$ cat src/rtl/vend_dispense_ctrl.sv
// Vending transaction sequencer: price check, motor pulse, drop supervision
// with timeout, and coin-by-coin change payout through a hopper handshake.
module vend_dispense_ctrl #(
  parameter int PRICE_A      = 65,
  parameter int PRICE_B      = 70,
  parameter int PRICE_C      = 75,
  parameter int MOTOR_CYCLES = 8,
  parameter int DROP_TIMEOUT = 32
) (
  input  logic       clk,
  input  logic       R,
  input  logic [6:0] credit,
  input  logic       credit_valid,
  input  logic       sel_a,
  input  logic       sel_b,
  input  logic       sel_c,
  input  logic       cancel,
  input  logic       drop_sense,
  input  logic       hopper_ack,
  output logic       motor_a,
  output logic       motor_b,
  output logic       motor_c,
  output logic       hopper_req,
  output logic [1:0] hopper_coin,
  output logic       credit_clear,
  output logic       busy,
  output logic       insufficient,
  output logic       fault,
  output logic       vend_done
);

  localparam int CNT_MAX = (MOTOR_CYCLES > DROP_TIMEOUT) ? MOTOR_CYCLES : DROP_TIMEOUT;
  localparam int CNT_W   = $clog2(CNT_MAX + 1);

  typedef enum logic [2:0] {
    S_IDLE, S_DISPENSE, S_WAIT_DROP, S_CHANGE, S_HOPPER_WAIT, S_CLEAR
  } state_t;

  typedef enum logic [1:0] {ITEM_NONE, ITEM_A, ITEM_B, ITEM_C} item_t;

  localparam logic [1:0] COIN_NICKEL  = 2'b00;
  localparam logic [1:0] COIN_DIME    = 2'b01;
  localparam logic [1:0] COIN_QUARTER = 2'b10;

  function automatic logic [6:0] coin_value(input logic [1:0] coin);
    case (coin)
      COIN_QUARTER: coin_value = 7'd25;
      COIN_DIME:    coin_value = 7'd10;
      default:      coin_value = 7'd5;
    endcase
  endfunction

  state_t      state_q, state_d;
  item_t       item_q, item_d;
  logic [6:0]  credit_q, credit_d;
  logic [6:0]  change_q, change_d;
  logic [CNT_W-1:0] cnt_q, cnt_d;
  logic        drop_q, drop_d;
  logic        refund_q, refund_d;
  logic        motor_a_q, motor_a_d, motor_b_q, motor_b_d, motor_c_q, motor_c_d;
  logic        hopper_req_q, hopper_req_d;
  logic [1:0]  hopper_coin_q, hopper_coin_d;
  logic        credit_clear_q, credit_clear_d;
  logic        busy_q, busy_d;
  logic        insufficient_q, insufficient_d;
  logic        fault_q, fault_d;
  logic        vend_done_q, vend_done_d;

  item_t       sel_item;
  logic [6:0]  sel_price;
  item_t       motor_item;

  // Only a single asserted select names a product; anything else is ignored.
  always_comb begin
    sel_item  = ITEM_NONE;
    sel_price = 7'd0;
    case ({sel_a, sel_b, sel_c})
      3'b100:  begin sel_item = ITEM_A; sel_price = 7'(PRICE_A); end
      3'b010:  begin sel_item = ITEM_B; sel_price = 7'(PRICE_B); end
      3'b001:  begin sel_item = ITEM_C; sel_price = 7'(PRICE_C); end
      default: begin sel_item = ITEM_NONE; sel_price = 7'd0; end
    endcase
  end

  // NOTE: every signal gets a default before the case so no path leaves one
  // unassigned; a missed branch would otherwise infer a latch.
  always_comb begin
    state_d        = state_q;
    item_d         = item_q;
    credit_d       = credit_q;
    change_d       = change_q;
    cnt_d          = cnt_q;
    drop_d         = drop_q;
    refund_d       = refund_q;
    hopper_req_d   = 1'b0;
    hopper_coin_d  = hopper_coin_q;
    credit_clear_d = 1'b0;
    insufficient_d = 1'b0;
    fault_d        = 1'b0;
    vend_done_d    = 1'b0;
    motor_item     = ITEM_NONE;

    case (state_q)
      S_IDLE: begin
        if (credit_valid) begin
          if (cancel && credit != 7'd0) begin
            item_d   = ITEM_NONE;
            credit_d = credit;
            change_d = credit;
            refund_d = 1'b1;
            state_d  = S_CHANGE;
          end else if (sel_item != ITEM_NONE) begin
            item_d   = sel_item;
            credit_d = credit;
            if (credit < sel_price) begin
              insufficient_d = 1'b1;
            end else begin
              change_d   = credit - sel_price;
              refund_d   = 1'b0;
              drop_d     = 1'b0;
              cnt_d      = '0;
              motor_item = sel_item;
              state_d    = S_DISPENSE;
            end
          end
        end
      end

      S_DISPENSE: begin
        if (drop_sense) drop_d = 1'b1;
        if (cnt_q == CNT_W'(MOTOR_CYCLES - 1)) begin
          cnt_d   = '0;
          state_d = S_WAIT_DROP;
        end else begin
          cnt_d      = cnt_q + 1'b1;
          motor_item = item_q;
        end
      end

      S_WAIT_DROP: begin
        if (drop_q || drop_sense) begin
          state_d = S_CHANGE;
        end else if (cnt_q == CNT_W'(DROP_TIMEOUT - 1)) begin
          fault_d  = 1'b1;
          change_d = credit_q;
          refund_d = 1'b1;
          state_d  = S_CHANGE;
        end else begin
          cnt_d = cnt_q + 1'b1;
        end
      end

      S_CHANGE: begin
        if (change_q >= 7'd25) begin
          hopper_req_d  = 1'b1;
          hopper_coin_d = COIN_QUARTER;
          state_d       = S_HOPPER_WAIT;
        end else if (change_q >= 7'd10) begin
          hopper_req_d  = 1'b1;
          hopper_coin_d = COIN_DIME;
          state_d       = S_HOPPER_WAIT;
        end else if (change_q >= 7'd5) begin
          hopper_req_d  = 1'b1;
          hopper_coin_d = COIN_NICKEL;
          state_d       = S_HOPPER_WAIT;
        end else begin
          // Zero change or an unpayable 1..4 cent remainder ends the payout.
          credit_clear_d = 1'b1;
          vend_done_d    = ~refund_q;
          state_d        = S_CLEAR;
        end
      end

      S_HOPPER_WAIT: begin
        hopper_req_d = 1'b1;
        if (hopper_ack) begin
          hopper_req_d = 1'b0;
          change_d     = change_q - coin_value(hopper_coin_q);
          state_d      = S_CHANGE;
        end
      end

      S_CLEAR: begin
        state_d = S_IDLE;
      end

      default: begin
        state_d = S_IDLE;
      end
    endcase

    motor_a_d = (motor_item == ITEM_A);
    motor_b_d = (motor_item == ITEM_B);
    motor_c_d = (motor_item == ITEM_C);
    busy_d    = (state_d != S_IDLE);
  end

  // NOTE: state registers use non-blocking assignments so every flop samples
  // the pre-edge values regardless of statement order.
  always_ff @(posedge clk) begin
    if (R) begin
      state_q        <= S_IDLE;
      item_q         <= ITEM_NONE;
      credit_q       <= '0;
      change_q       <= '0;
      cnt_q          <= '0;
      drop_q         <= 1'b0;
      refund_q       <= 1'b0;
      motor_a_q      <= 1'b0;
      motor_b_q      <= 1'b0;
      motor_c_q      <= 1'b0;
      hopper_req_q   <= 1'b0;
      hopper_coin_q  <= '0;
      credit_clear_q <= 1'b0;
      busy_q         <= 1'b0;
      insufficient_q <= 1'b0;
      fault_q        <= 1'b0;
      vend_done_q    <= 1'b0;
    end else begin
      state_q        <= state_d;
      item_q         <= item_d;
      credit_q       <= credit_d;
      change_q       <= change_d;
      cnt_q          <= cnt_d;
      drop_q         <= drop_d;
      refund_q       <= refund_d;
      motor_a_q      <= motor_a_d;
      motor_b_q      <= motor_b_d;
      motor_c_q      <= motor_c_d;
      hopper_req_q   <= hopper_req_d;
      hopper_coin_q  <= hopper_coin_d;
      credit_clear_q <= credit_clear_d;
      busy_q         <= busy_d;
      insufficient_q <= insufficient_d;
      fault_q        <= fault_d;
      vend_done_q    <= vend_done_d;
    end
  end

  assign motor_a      = motor_a_q;
  assign motor_b      = motor_b_q;
  assign motor_c      = motor_c_q;
  assign hopper_req   = hopper_req_q;
  assign hopper_coin  = hopper_coin_q;
  assign credit_clear = credit_clear_q;
  assign busy         = busy_q;
  assign insufficient = insufficient_q;
  assign fault        = fault_q;
  assign vend_done    = vend_done_q;

endmodule
$ cat config.mk
export PLATFORM = sky130hd
export DESIGN_NAME = vend_dispense_ctrl
export DESIGN_NICKNAME = d
export VERILOG_FILES = /design/src/rtl/vend_dispense_ctrl.sv
export SDC_FILE = /design/constraint.sdc
export NUM_CORES = 1
export LEC_CHECK = 0
export ABC_AREA = 0
export BUFFER_PORTS_ARGS = -buffer_cell sky130_fd_sc_hd__buf_2
export CORE_MARGIN = 2
export CORE_UTILIZATION = 55
export CTS_CLUSTER_DIAMETER = 30
export DETAILED_ROUTE_END_ITERATION = 10
export PLACE_DENSITY_LB_ADDON = 0.15
export SLEW_MARGIN = 20
export SYNTH_ARGS = -nofsm -noshare
export SYNTH_HDL_FRONTEND = slang
export SYNTH_SLANG_ARGS = --single-unit
$ cat constraint.sdc
create_clock -name clk -period 4.5 [get_ports clk]
set_input_delay 0.9 -clock clk [delete_from_list [all_inputs] [get_ports clk]]
set_output_delay 0.9 -clock clk [all_outputs]
set_load 0.1 [all_outputs]
# After elaboration in Yosys (flattened, before gate mapping)
# Cells that the tools add are included.
dict set report classes {
  n_reduce_logical 22
  magnitude_cmp 4
  mux 65
  add_sub_neg 3
  n_bitwise 6
  n_eq_ne 25
}
# op count
set ops {}
lappend ops {{$mux 7} 11}
lappend ops {{$mux 6} 7}
lappend ops {{$pmux 7 s3} 2}
lappend ops {{$mux 3} 8}
lappend ops {{$mux 2} 10}
lappend ops {{$mux 1} 19}
lappend ops {{$ne 2x2->1 const B} 9}
lappend ops {{$pmux 6 s3} 1}
lappend ops {{$pmux 3 s5} 1}
lappend ops {{$reduce_and 7->1} 2}
lappend ops {{$sub 7x7->7} 2}
lappend ops {{$reduce_and 6->1} 2}
lappend ops {{$reduce_bool 3->1} 4}
lappend ops {{$pmux 5 s2} 1}
lappend ops {{$reduce_or 5->1} 2}
lappend ops {{$eq 3x2->1 const B} 3}
lappend ops {{$reduce_bool 2->1} 4}
lappend ops {{$ge 7x3->1 const B} 1}
lappend ops {{$ge 7x4->1 const B} 1}
lappend ops {{$ge 7x5->1 const B} 1}
lappend ops {{$lt 7x7->1} 1}
lappend ops {{$reduce_bool 7->1} 1}
lappend ops {{$add 6x1->6 const B} 1}
lappend ops {{$eq 2x2->1 const B} 3}
lappend ops {{17 further kinds} 28}
dict set report word_totals {
  out_inout_bits 11
  inputBits 16
  register_bits 38
  wordCells 142
}

# Depth between registers and ports, before layout
dict set report depth {
  word_depth 9
  depth_mapped 11
  mapped_depth_nobuf 11
}

# Worst setup path before layout
# OpenSTA, ideal clock, no wires.
dict set report synth_timing {
  path_type {input port to flip-flop}
  start {input port sel_a}
  end {register change_q[3]}
  path_slack_ns 1.234
  arrival_time_ns 3.133
  path_stages 10
  path_buffers 0
  t_required_ns 4.367
  setup_time_ns 0.133
  path_cell_list {or3b_2 nand2_1 inv_1 ha_1 nor2b_1 o21ai_0 or3b_2 a32o_1 a222oi_1 a211oi_1}
}
dict set report synth_via {
  elab_chain_cells 8
  elab_cells_between_ends 16
  classes_between {add/sub (1); order compare (1); eq/ne (5); mux (7); reduce/logical (2)}
}
# item line
set synth_lines {}
lappend synth_lines {{from (decl)} 14} ;# input logic sel_a,
lappend synth_lines {{$eq 3x1->1 (tied with other cells)} 77} ;# case ({sel_a, sel_b, sel_c})
lappend synth_lines {{$pmux 7 s3} 77}
lappend synth_lines {{$sub 7x7->7} 118} ;# change_d = credit - sel_price;
lappend synth_lines {{$mux 7} 115} ;# if (credit < sel_price) begin
lappend synth_lines {{$mux 7} 112} ;# end else if (sel_item != ITEM_NONE) begin
lappend synth_lines {{$mux 7} 106} ;# if (cancel && credit != 7'd0) begin
lappend synth_lines {{$mux 7} 105} ;# if (credit_valid) begin
lappend synth_lines {{$pmux 7 s3} 103} ;# case (state_q)
lappend synth_lines {{to (signal assigned)} 223} ;# change_q <= change_d;
lappend synth_lines {{to (decl)} 56} ;# logic [6:0] change_q, change_d;
# Parallel ways exist; a longest one is shown, timed or not. The select of a mux whose other input is x is not followed.
# A chain may end at the register's enable or synchronous reset.

# Worst setup path in the final report
dict set report layout_timing {
  start {input port sel_a}
  end {register busy_q, in the netlist busy}
}
dict set report layout_via {
  elab_chain_cells 9
  elab_cells_between_ends 13
  classes_between {order compare (1); eq/ne (3); mux (7); reduce/logical (2)}
}
# item line
set layout_lines {}
lappend layout_lines {{$eq 3x1->1 (tied with other cells)} 77}
lappend layout_lines {{$pmux 7 s3} 77}
lappend layout_lines {{$lt 7x7->1} 115}
lappend layout_lines {{$mux 3} 115}
lappend layout_lines {{$mux 3 (*)} 112}
lappend layout_lines {{$mux 3 (*)} 106}
lappend layout_lines {{$mux 3 (*)} 105}
lappend layout_lines {{$pmux 3 s5 (*)} 103}
lappend layout_lines {{$reduce_bool 3->1 (*)} 195} ;# busy_d = (state_d != S_IDLE);
lappend layout_lines {{to (signal assigned)} 233} ;# busy_q <= busy_d;
lappend layout_lines {{to (decl)} 64} ;# logic busy_q, busy_d;
# Every way passes the cells marked *; elsewhere a longest branch is shown, timed or not.

==> impl_metrics.ini <==
[cts]
hold_buffers = 0
cts-buffers-inserted = 5
cts_resized = 0
post-cts-setup-buffer-count = 0
cts_sinks = 38
clockBufferDepth = 2
path_clk_slew_ps = 80
clk_latency_ps = 300
cts-root-buf = clkbuf_8
cts_htree_levels = 2
cts_tree = built

[floorplanning]
die-area_um2 = 4960
die_x_um = 70.43
die_h_um = 70.43
std_cell_rows = 24
initial_core_util_pct = 56.53
io_pins = 27
coreArea_um2 = 4294

[synthesis]
synth_cell_types = 57
yosysTopAreaCell = dfxtp_1
postSynthAreaPerCell_um2 = 8.284
synth-adder-area-share_pct = 8.351
synth_commonest_cells = 38 x dfxtp_1, 37 x nor2_1, 20 x o21ai_0
seq_area_frac_synth_pct = 31.34
postSynthCellCount = 293
yosys_warnings = 0
synth_compound_area_share_pct = 28.51
synth.net_count = 324
ys_async_sr_fraction_pct = 0
synth_edf_count = 0
synth_area_leaders = dfxtp_1 31%, ha_1 6.7%, nor2_1 5.7%
synth_top_family_by_area = compound AO/OA/AOI/OAI gates
synthSimpleGateAreaFrac_pct = 21.60
synthesis.area_um2 = 2427
synth_flop_cell = dfxtp_1
synth_top_area_share_pct = 31.34
yosysMostFrequentCell = dfxtp_1
synth_xor_xnor_area_share_pct = 3.247
synth-seq-cells = 38
synthMuxAreaShare_pct = 2.062

[routing]
wl_met1_um = 2543
routed_wl_um = 5612
drt_iter0_markers = 252
ant_nets = 0
via_per_inst = 5.992
route.met2.wl_um = 2724
drtPass1Iterations = 4
routed.top_layer = met4
avgRoutedWirePerCell_um = 15.25
vias = 2205
wl_met3_um = 272
drc = 0

[sta]
hold_viol = 0
tightest_slew_ps = 896.4
fmax_mhz = 302.7
period_minus_slack_ps = 3303
post-route-period-util_pct = 73.40
rsz0062_at_grt = false
setup_viol_count_final = 0
drv_slew = 0
holdWs_ps = 476.9
fin_setup_tns_ps = 0
clock_skew_ps = 9.395
relSlewSlack_pct = 39.78

[global_route]
grt.overflow.total = 0
grt_max_degree = 42
grt_pass1_wl_um = 9480
grt_usage_pct = 24.09
antenna_found_initial = 0
first_global_vias = 2005

[finish]
seqCellArea_um2 = 760.7
drive_gt1_share_pct = 14.24
multiInputGateArea_um2 = 1548
n_antenna_cell = 0
layout.nets = 346
fillers = 400
area_growth_pct = 11.60

[critical_path]
ff2ff_path_depth = 11
path_cells = buf_2 -> or3b_2 -> nand2_1 -> inv_1 -> ha_1 -> nor2b_1 -> o31ai_1 -> a21oi_2 -> o21bai_1 -> a31oi_1 -> or3_1
worstPathArrival_ps = 3500
crit_type = input pin to flip-flop
critPathMaxStageDelay_ps = 490
setup.worst_path.end_class = flip-flop
timing.rr.start = hopper_coin[1]
r2r-end = change_q[6]
cp_max_fo = 6
slowest_stage = or3b_2
rrSetupSlack_ps = 1980
start_kind = input pin
cp.required_ps = 4690

[power_and_ir_drop]
ir_drop_uv = 200.4
leakage_uw = 0.001101
power_density_nw_per_um2 = 408.4

[min_path]
hp-start = refund_q
holdPathStages = 1
min-delay-path-class = flip-flop to flip-flop
whs_endpoint = vend_done

[job]
maxCapViolCount = 0

[placed_design]
port_buffers = 26
gp_congestion = 0.8814
hpwl_um = 4178

[outcome]
outcome = complete, no violations
## sequential cells by signal, summed over array words and instances (netlist names)
signal        cells
credit_clear      1
hopper_req        1
drop_q            1
item_q            2
refund_q          1
insufficient      1
cnt_q             6
hopper_coin       2
credit_q          7
state_q           3
fault             1
motor_b           1
vend_done         1
motor_a           1
change_q          7
motor_c           1
busy              1
## placed cells by master, fill, tap and decap left out, types with 3 or more instances in the layout
cell	n
dfxtp_1	38
nor2_1	37
buf_2	26
o21ai_0	20
inv_1	18
nand2_1	18
a21oi_1	14
a211oi_1	14
ha_1	13
nor3_1	8
xor2_1	6
nand2b_1	6
o21a_1	5
a22oi_1	5
nand3_1	5
mux2i_1	5
clkbuf_8	5
nand3b_1	4
or4_1	4
a222oi_1	4
or3b_2	3
xnor2_1	3
nor2b_1	3
o31ai_1	3
a21o_1	3
a31oi_1	3
o21ai_1	3
a32o_1	3
## metrics by stage
step                      setup slack, ps  power, uW  utilization [%]  instance area (um^2)  cells
after floorplan                      1234      677.6                -                  2427    293
after global placement              952.2      751.3            59.88                  2571    360
after detailed placement            864.0      753.8            59.88                  2571    360
after CTS                            1181       1108            63.08                  2709    368
after global routing                905.2       1164            63.08                  2709    368
final                                1197       1106            63.08                  2709    368
## critical path, delay by kind of cell
kind / cells / cell delay, ps
buffers and inverters: 2 / 190
and+or+nand+nor: 4 / 1180
adders and majority gates: 1 / 260
AOI/OAI and AO/OA: 4 / 980
## area by class of cell
cell class                 count  share of cell area [%]
multi-input combinational    226                   57.14
sequential                    38                   28.08
timing repair buffer          26                   4.804
clock buffer                   5                   2.540
clock inverter                 3                   2.540
inverter                      18                   2.494
tap                           52                   2.402
## worst max-delay path by stage
stage / endpoint / slack (ps) / cells past startpoint / startpoint
floorplan: change_q[3] / 1230 / 10 / sel_a
global placement: busy / 950 / 11 / sel_a
detailed placement: busy / 860 / 11 / sel_a
CTS: busy / 1180 / 11 / sel_a
global route: busy / 910 / 11 / sel_a
finish: busy / 1200 / 11 / sel_a
## metal layers
layer  track usage, %  vias to the layer above
met5                0                        -
met4            7.265                        0
met3            4.329                        6
met2            40.04                       57
met1            31.72                     1025
li1                 -                     1117
## report_power, final
part	internal (uW)	switching, uW
clock network	222	135
registers	370	37.7
logic	128	214
total	720	386
## cell families (layout without fill, tap and decap cells)
logic type                 Yosys count  in the layout
AOI/OAI and AO/OA                   94             94
DFF                                 38             38
xor gates and xnor gates             9              9
buffers and inverters               29             52
adders and majority gates           15             15
and+or+nand+nor                    103            103
muxes                                5              5
Note: power is estimated with default switching activity, not from simulation.
